--- src/rtl/lift_pkg.sv ---
// Shared types and helpers for the N-floor lift controller.
package lift_pkg;

    // Controller modes.
    typedef enum logic [1:0] {
        StIdle = 2'd0,
        StMove = 2'd1,
        StDoor = 2'd2
    } lift_state_e;

    // Bits needed to hold a value in 0..n-1, never less than one bit.
    function automatic int unsigned lift_width(input int unsigned n);
        return (n <= 2) ? 1 : $clog2(n);
    endfunction

endpackage

--- src/rtl/lift_sched.sv ---
// SCAN scheduler: from the latched requests, the current floor and the
// current direction, decide whether to open here, move, and which way.
module lift_sched
    import lift_pkg::*;
#(
    parameter int unsigned FLOORS = 4
) (
    input  logic [FLOORS-1:0]             pending_i,
    input  logic [lift_width(FLOORS)-1:0] floor_i,
    input  logic                          dir_up_i,
    output logic                          serve_o,
    output logic                          move_o,
    output logic                          up_o
);

    localparam int unsigned FloorW = lift_width(FLOORS);

    logic any_above;
    logic any_below;

    // Classify every pending floor as above or below the car.
    always_comb begin
        any_above = 1'b0;
        any_below = 1'b0;
        for (int unsigned i = 0; i < FLOORS; i++) begin
            if (pending_i[i]) begin
                if (FloorW'(i) > floor_i) any_above = 1'b1;
                if (FloorW'(i) < floor_i) any_below = 1'b1;
            end
        end
    end

    // Keep going up while work lies ahead, reverse only when nothing is ahead.
    always_comb begin
        serve_o = pending_i[floor_i];
        move_o  = 1'b0;
        up_o    = dir_up_i;
        if (!serve_o) begin
            if (any_above && (dir_up_i || !any_below)) begin
                move_o = 1'b1;
                up_o   = 1'b1;
            end else if (any_below) begin
                move_o = 1'b1;
                up_o   = 1'b0;
            end
        end
    end

endmodule

--- src/rtl/lift_ctrl_n.sv ---
// N-floor lift controller: request latch, SCAN direction, timed travel and
// timed door cycle. Define LIFT_DOOR_HOLD_EN to add the door_hold input.
module lift_ctrl_n
    import lift_pkg::*;
#(
    parameter int unsigned FLOORS      = 4,
    parameter int unsigned MOVE_CYCLES = 4,
    parameter int unsigned DOOR_CYCLES = 3
) (
    input  logic                          clk,
    input  logic                          reset,
    input  logic [FLOORS-1:0]             req,
`ifdef LIFT_DOOR_HOLD_EN
    input  logic                          door_hold,
`endif
    output logic [FLOORS-1:0]             at_floor,
    output logic [lift_width(FLOORS)-1:0] floor_idx,
    output logic [FLOORS-1:0]             pending,
    output logic                          moving,
    output logic                          dir_up,
    output logic                          door_open
);

    localparam int unsigned FloorW = lift_width(FLOORS);
    localparam int unsigned MoveW  = lift_width(MOVE_CYCLES);
    localparam int unsigned DoorW  = lift_width(DOOR_CYCLES);

    localparam logic [FloorW-1:0] FloorTop = FloorW'(FLOORS - 1);
    localparam logic [MoveW-1:0]  MoveLast = MoveW'(MOVE_CYCLES - 1);
    localparam logic [DoorW-1:0]  DoorLast = DoorW'(DOOR_CYCLES - 1);
    localparam logic [FLOORS-1:0] FloorOne = FLOORS'(1);

    lift_state_e       state_q, state_d;
    logic [FloorW-1:0] floor_q, floor_d;
    logic [FLOORS-1:0] pending_q, pending_d;
    logic [MoveW-1:0]  move_cnt_q, move_cnt_d;
    logic [DoorW-1:0]  door_cnt_q, door_cnt_d;
    logic              dir_up_q, dir_up_d;
    logic              moving_q, door_open_q;

    logic [FloorW-1:0] step_floor;
    logic [FLOORS-1:0] req_eff;
    logic [FLOORS-1:0] clr;
    logic              hold;
    logic              sched_serve, sched_move, sched_up;

`ifdef LIFT_DOOR_HOLD_EN
    assign hold = door_hold;
`else
    assign hold = 1'b0;
`endif

    lift_sched #(
        .FLOORS (FLOORS)
    ) u_sched (
        .pending_i (pending_q),
        .floor_i   (floor_q),
        .dir_up_i  (dir_up_q),
        .serve_o   (sched_serve),
        .move_o    (sched_move),
        .up_o      (sched_up)
    );

    // Floor reached at the end of the current travel step; saturates at the ends.
    always_comb begin
        step_floor = floor_q;
        if (dir_up_q && (floor_q != FloorTop)) begin
            step_floor = floor_q + FloorW'(1);
        end else if (!dir_up_q && (floor_q != '0)) begin
            step_floor = floor_q - FloorW'(1);
        end
    end

    // Next-state logic for the FSM, counters and request latch.
    always_comb begin
        state_d    = state_q;
        floor_d    = floor_q;
        dir_up_d   = dir_up_q;
        move_cnt_d = move_cnt_q;
        door_cnt_d = door_cnt_q;
        req_eff    = req;
        clr        = '0;

        unique case (state_q)
            StIdle: begin
                if (sched_serve) begin
                    state_d    = StDoor;
                    door_cnt_d = '0;
                    clr        = FloorOne << floor_q;
                end else if (sched_move) begin
                    state_d    = StMove;
                    move_cnt_d = '0;
                    dir_up_d   = sched_up;
                end
            end
            StMove: begin
                if (move_cnt_q == MoveLast) begin
                    move_cnt_d = '0;
                    floor_d    = step_floor;
                    if (pending_q[step_floor]) begin
                        state_d    = StDoor;
                        door_cnt_d = '0;
                        clr        = FloorOne << step_floor;
                    end
                end else begin
                    move_cnt_d = move_cnt_q + MoveW'(1);
                end
            end
            StDoor: begin
                // A call for the floor we are standing at only keeps the door open.
                req_eff[floor_q] = 1'b0;
                if (req[floor_q] || hold) begin
                    door_cnt_d = '0;
                end else if (door_cnt_q == DoorLast) begin
                    door_cnt_d = '0;
                    if (sched_serve) begin
                        clr = FloorOne << floor_q;
                    end else if (sched_move) begin
                        state_d    = StMove;
                        move_cnt_d = '0;
                        dir_up_d   = sched_up;
                    end else begin
                        state_d = StIdle;
                    end
                end else begin
                    door_cnt_d = door_cnt_q + DoorW'(1);
                end
            end
            default: state_d = StIdle;
        endcase

        // Serving a floor wins over a new request for it on the same edge.
        pending_d = (pending_q | req_eff) & ~clr;
    end

    // All state, including the registered status outputs.
    always_ff @(posedge clk or posedge reset) begin
        if (reset) begin
            state_q     <= StIdle;
            floor_q     <= '0;
            pending_q   <= '0;
            move_cnt_q  <= '0;
            door_cnt_q  <= '0;
            dir_up_q    <= 1'b1;
            moving_q    <= 1'b0;
            door_open_q <= 1'b0;
        end else begin
            state_q     <= state_d;
            floor_q     <= floor_d;
            pending_q   <= pending_d;
            move_cnt_q  <= move_cnt_d;
            door_cnt_q  <= door_cnt_d;
            dir_up_q    <= dir_up_d;
            moving_q    <= (state_d == StMove);
            door_open_q <= (state_d == StDoor);
        end
    end

    assign at_floor  = FloorOne << floor_q;
    assign floor_idx = floor_q;
    assign pending   = pending_q;
    assign moving    = moving_q;
    assign dir_up    = dir_up_q;
    assign door_open = door_open_q;

endmodule

--- config.mk ---
export PLATFORM = sky130hd
export DESIGN_NAME = lift_ctrl_n
export DESIGN_NICKNAME = d
export VERILOG_FILES = /design/src/rtl/lift_pkg.sv /design/src/rtl/lift_sched.sv /design/src/rtl/lift_ctrl_n.sv
export SDC_FILE = /design/constraint.sdc
export NUM_CORES = 1
export LEC_CHECK = 0
export BUFFER_PORTS_ARGS = -buffer_cell sky130_fd_sc_hd__buf_2
export CAP_MARGIN = 30
export CORE_MARGIN = 2
export CORE_UTILIZATION = 55
export DETAILED_ROUTE_END_ITERATION = 10
export GPL_ROUTABILITY_DRIVEN = 0
export GPL_TIMING_DRIVEN = 1
export PLACE_DENSITY = 0.78
export SLEW_MARGIN = 20
export SYNTH_ARGS = -nofsm -noshare
export SYNTH_HDL_FRONTEND = slang
export SYNTH_SLANG_ARGS = --single-unit
--- constraint.sdc ---
create_clock -name clk -period 2.8 [get_ports clk]
set_input_delay 0.42 -clock clk [delete_from_list [all_inputs] [get_ports clk]]
set_output_delay 0.42 -clock clk [all_outputs]
set_load 0.01 [all_outputs]
==> impl_metrics.py <==
metrics = {
    "critical_path": {
        "critPathKind": "reg -> reg",
        "cp_num_cells": 7,
        "cp_slowest_stage_delay_ps": 550,
        "worstPathMaxFanout": 10,
        "rr_startpoint": "floor_idx[0]",
        "cp_data_required_time_ps": 3000,
        "slowest_stage": "dfrtp_1",
        "cp_top_family": "compound AO/OA/AOI/OAI gates",
        "r2r-end": "pending[2]",
        "critPathBufInv": 1,
        "crit_end": "pending[2]",
        "worstPathCellList": "inv_1, ha_1, nor2_1, nand3_1, a31oi_1, nor4_1, a211oi_1",
        "reg2reg_slack_ps": 430,
        "crit_path_end_kind": "register",
        "crit_path_start_kind": "register",
        "startpoint": "floor_idx[0]",
        "reg2reg_depth": 7,
        "arrival_ps": 2570,
    },
    "synthesis": {
        "synth_edf_count": 0,
        "synth_flop_cell": "dfrtp_1",
        "synth.distinct_cells": 40,
        "post_synth.cell_area_avg_um2": 9.486,
        "syn-cell-area_mm2": 0.001110,
        "yosysWarnings": 0,
        "yosysSeqAreaShare_pct": 33.93,
        "syn_nets": 130,
        "ys_ff_latch": 15,
        "async_flop_share_pct": 100.0,
        "syn_inst": 117,
    },
    "layout": {
        "fillers": 173,
        "multi_input_area_um2": 694.4,
        "layout.nets": 150,
        "drive_gt1_share_pct": 22.06,
        "final-seq-area_um2": 376.6,
        "layout_common_cells": "buf_2 (18), dfrtp_1 (14), nand2_1 (11), nor2_1 (7), ha_1 (7)",
        "fin_cells": 163,
        "synthToLayoutAreaGrowth_pct": 12.51,
        "final_common_cell": "buf_2",
        "diodes": 0,
    },
    "sta": {
        "drv_slew": 0,
        "rsz0062_at_grt": "false",
        "final.setup_skew_ps": 9.992,
        "setup_viol": 0,
        "setup_tns_ps": 0,
        "worst_pin_slew_ps": 602.6,
        "finalHoldViolCount": 0,
        "max-slew-margin-rel_pct": 59.79,
        "period_needed_ps": 2371,
        "fin_crit_sh_pct": 84.67,
        "fmax_mhz": 421.8,
        "finalHoldWorstSlack_ps": 167.1,
        "setup_ws_ps": 429.1,
    },
    "grt": {
        "gr-total-overflow": 0,
        "antenna_found_initial": 0,
        "grt-busiest-layer": "met2",
        "grt_util_all_layers_pct": 24.06,
        "grt_util_met1_pct": 32.67,
        "grt_use_met2_pct": 39.73,
        "use_met3_pct": 3.067,
        "grt_pass1_wl_um": 4505,
        "grt_start_max_net_pins": 16,
        "grt_pass1_vias": 983,
    },
    "clock_network": {
        "clk-insertion-delay-late_ps": 300,
        "cts_root_buf": "clkbuf_4",
        "cts_buffers": 3,
        "cts_setup_buffers": 0,
        "h-tree-depth": 1,
        "cts.repair.resized": 0,
        "clock-sinks": 15,
        "cts_tree": "built",
        "ctsHoldBuffers": 0,
        "clockBufferDepth": 2,
        "clk_pin_slew_ps": 100,
    },
    "route": {
        "wl_per_cell_um": 15.61,
        "ant_nets": 0,
        "drc_errors": 0,
        "drt-total-wl_um": 2544,
        "dr.pass1.iters": 4,
        "drt-initial-drc-count": 43,
        "vias_per_cell": 6.129,
        "vias": 999,
    },
    "outcome": {
        "status": "complete, no violations",
    },
    "power": {
        "finalPower_mw": 0.8058,
        "cellLeakagePower_nw": 0.5615,
        "power_density_mw_per_mm2": 645.3,
        "ir_worst_vdd_mv": 0.4061,
    },
    "die": {
        "row_count": 16,
        "ios": 19,
        "die_h_um": 48.92,
        "start_util_pct": 57.15,
        "dieArea_mm2": 0.002393,
        "coreArea_mm2": 0.001942,
        "die_width_um": 48.92,
    },
    "placed_design": {
        "dpl_worst_slack_ps": 491.0,
        "dp_hpwl_um": 1900,
        "port_buffers": 18,
        "dpl.cell_count": 159,
    },
    "job": {
        "maxCapViolations": 0,
    },
    "hold_path": {
        "min_path_type": "in -> async",
    },
}
-- synth_stat cells (2+ instances only) --
cell | n | area, µm²
nand3_1 | 4 | 20.02
a31oi_1 | 2 | 12.51
ha_1 | 7 | 87.58
dfrtp_1 | 14 | 350.3
o21ai_0 | 4 | 20.02
a211oi_1 | 3 | 22.52
nand3b_1 | 3 | 22.52
a21o_1 | 4 | 30.03
o32ai_1 | 2 | 17.52
clkbuf_1 | 2 | 7.510
xnor2_1 | 4 | 35.03
mux2i_1 | 4 | 40.04
and2_1 | 2 | 12.51
inv_1 | 5 | 18.77
nor2b_1 | 4 | 25.02
a31o_1 | 2 | 17.52
a32o_1 | 2 | 20.02
o211ai_1 | 2 | 15.01
nand2_1 | 11 | 41.29
nand2b_1 | 3 | 18.77
nor3b_1 | 2 | 15.01
a21oi_1 | 6 | 30.03
nor4_1 | 2 | 12.51
nor2_1 | 7 | 26.28
-- stage by stage --
stage / utilization [%] / area, µm²
global route: 64.30 / 1249
global placement: 62.89 / 1221
floorplan: - / 1110
CTS: 64.30 / 1249
detailed placement: 62.89 / 1221
finish: 64.30 / 1249
-- flip-flops by register name, indices dropped and copies added, names as in the netlist --
name	count
state_q	2
door_open	1
move_cnt_q	2
floor_idx	2
dir_up	1
moving	1
pending	4
door_cnt_q	2
-- logic make-up after synthesis --
family / count (synthesis) / share of synthesized area (%)
AND/OR/NAND/NOR: 44 / 23.90
XOR/XNOR: 4 / 3.156
buffers and inverters: 9 / 3.495
AO/OA/AOI/OAI: 33 / 21.98
adder cells (fa/ha/maj): 7 / 7.891
multiplexers: 5 / 5.637
flip-flops: 15 / 33.94
-- per-layer routing --
layer,vias up,part of all wire [%],wire length (µm)
met5,-,0,0
met4,0,1.3,32
met3,3,4.0,102
met2,29,48,1225
li1,469,-,-
met1,498,47,1183
-- power breakdown --
part / switching, mW / total [mW] / internal [mW]
clock network: 0.0790 / 0.132 / 0.0533
logic: 0.178 / 0.323 / 0.146
registers: 0.0760 / 0.350 / 0.274
-- worst min path at each step --
| stage | from | to | slack [ps] | cells past startpoint |
|---|---|---|---|---|
| 5_1_grt | reset | state_q[0] | 220 | 2 |
| 3_3_place_gp | move_cnt_q[1] | move_cnt_q[1] | 490 | 1 |
| 4_1_cts | reset | state_q[0] | 190 | 2 |
| 6_report | reset | state_q[0] | 170 | 2 |
| 3_5_place_dp | reset | state_q[0] | 520 | 2 |
| 2_1_floorplan | reset | door_cnt_q[0] | 320 | 1 |
-- area by class of cell --
type / instances / share of cell area, %
Clock buffer: 3 / 1.804
Tap cell: 27 / 2.705
Inverter: 5 / 1.503
Sequential cell: 15 / 30.16
Multi-Input combinational cell: 93 / 55.61
Clock inverter: 1 / 0.4008
Timing Repair Buffer: 19 / 7.816
Power figures use the tool's default switching activity.
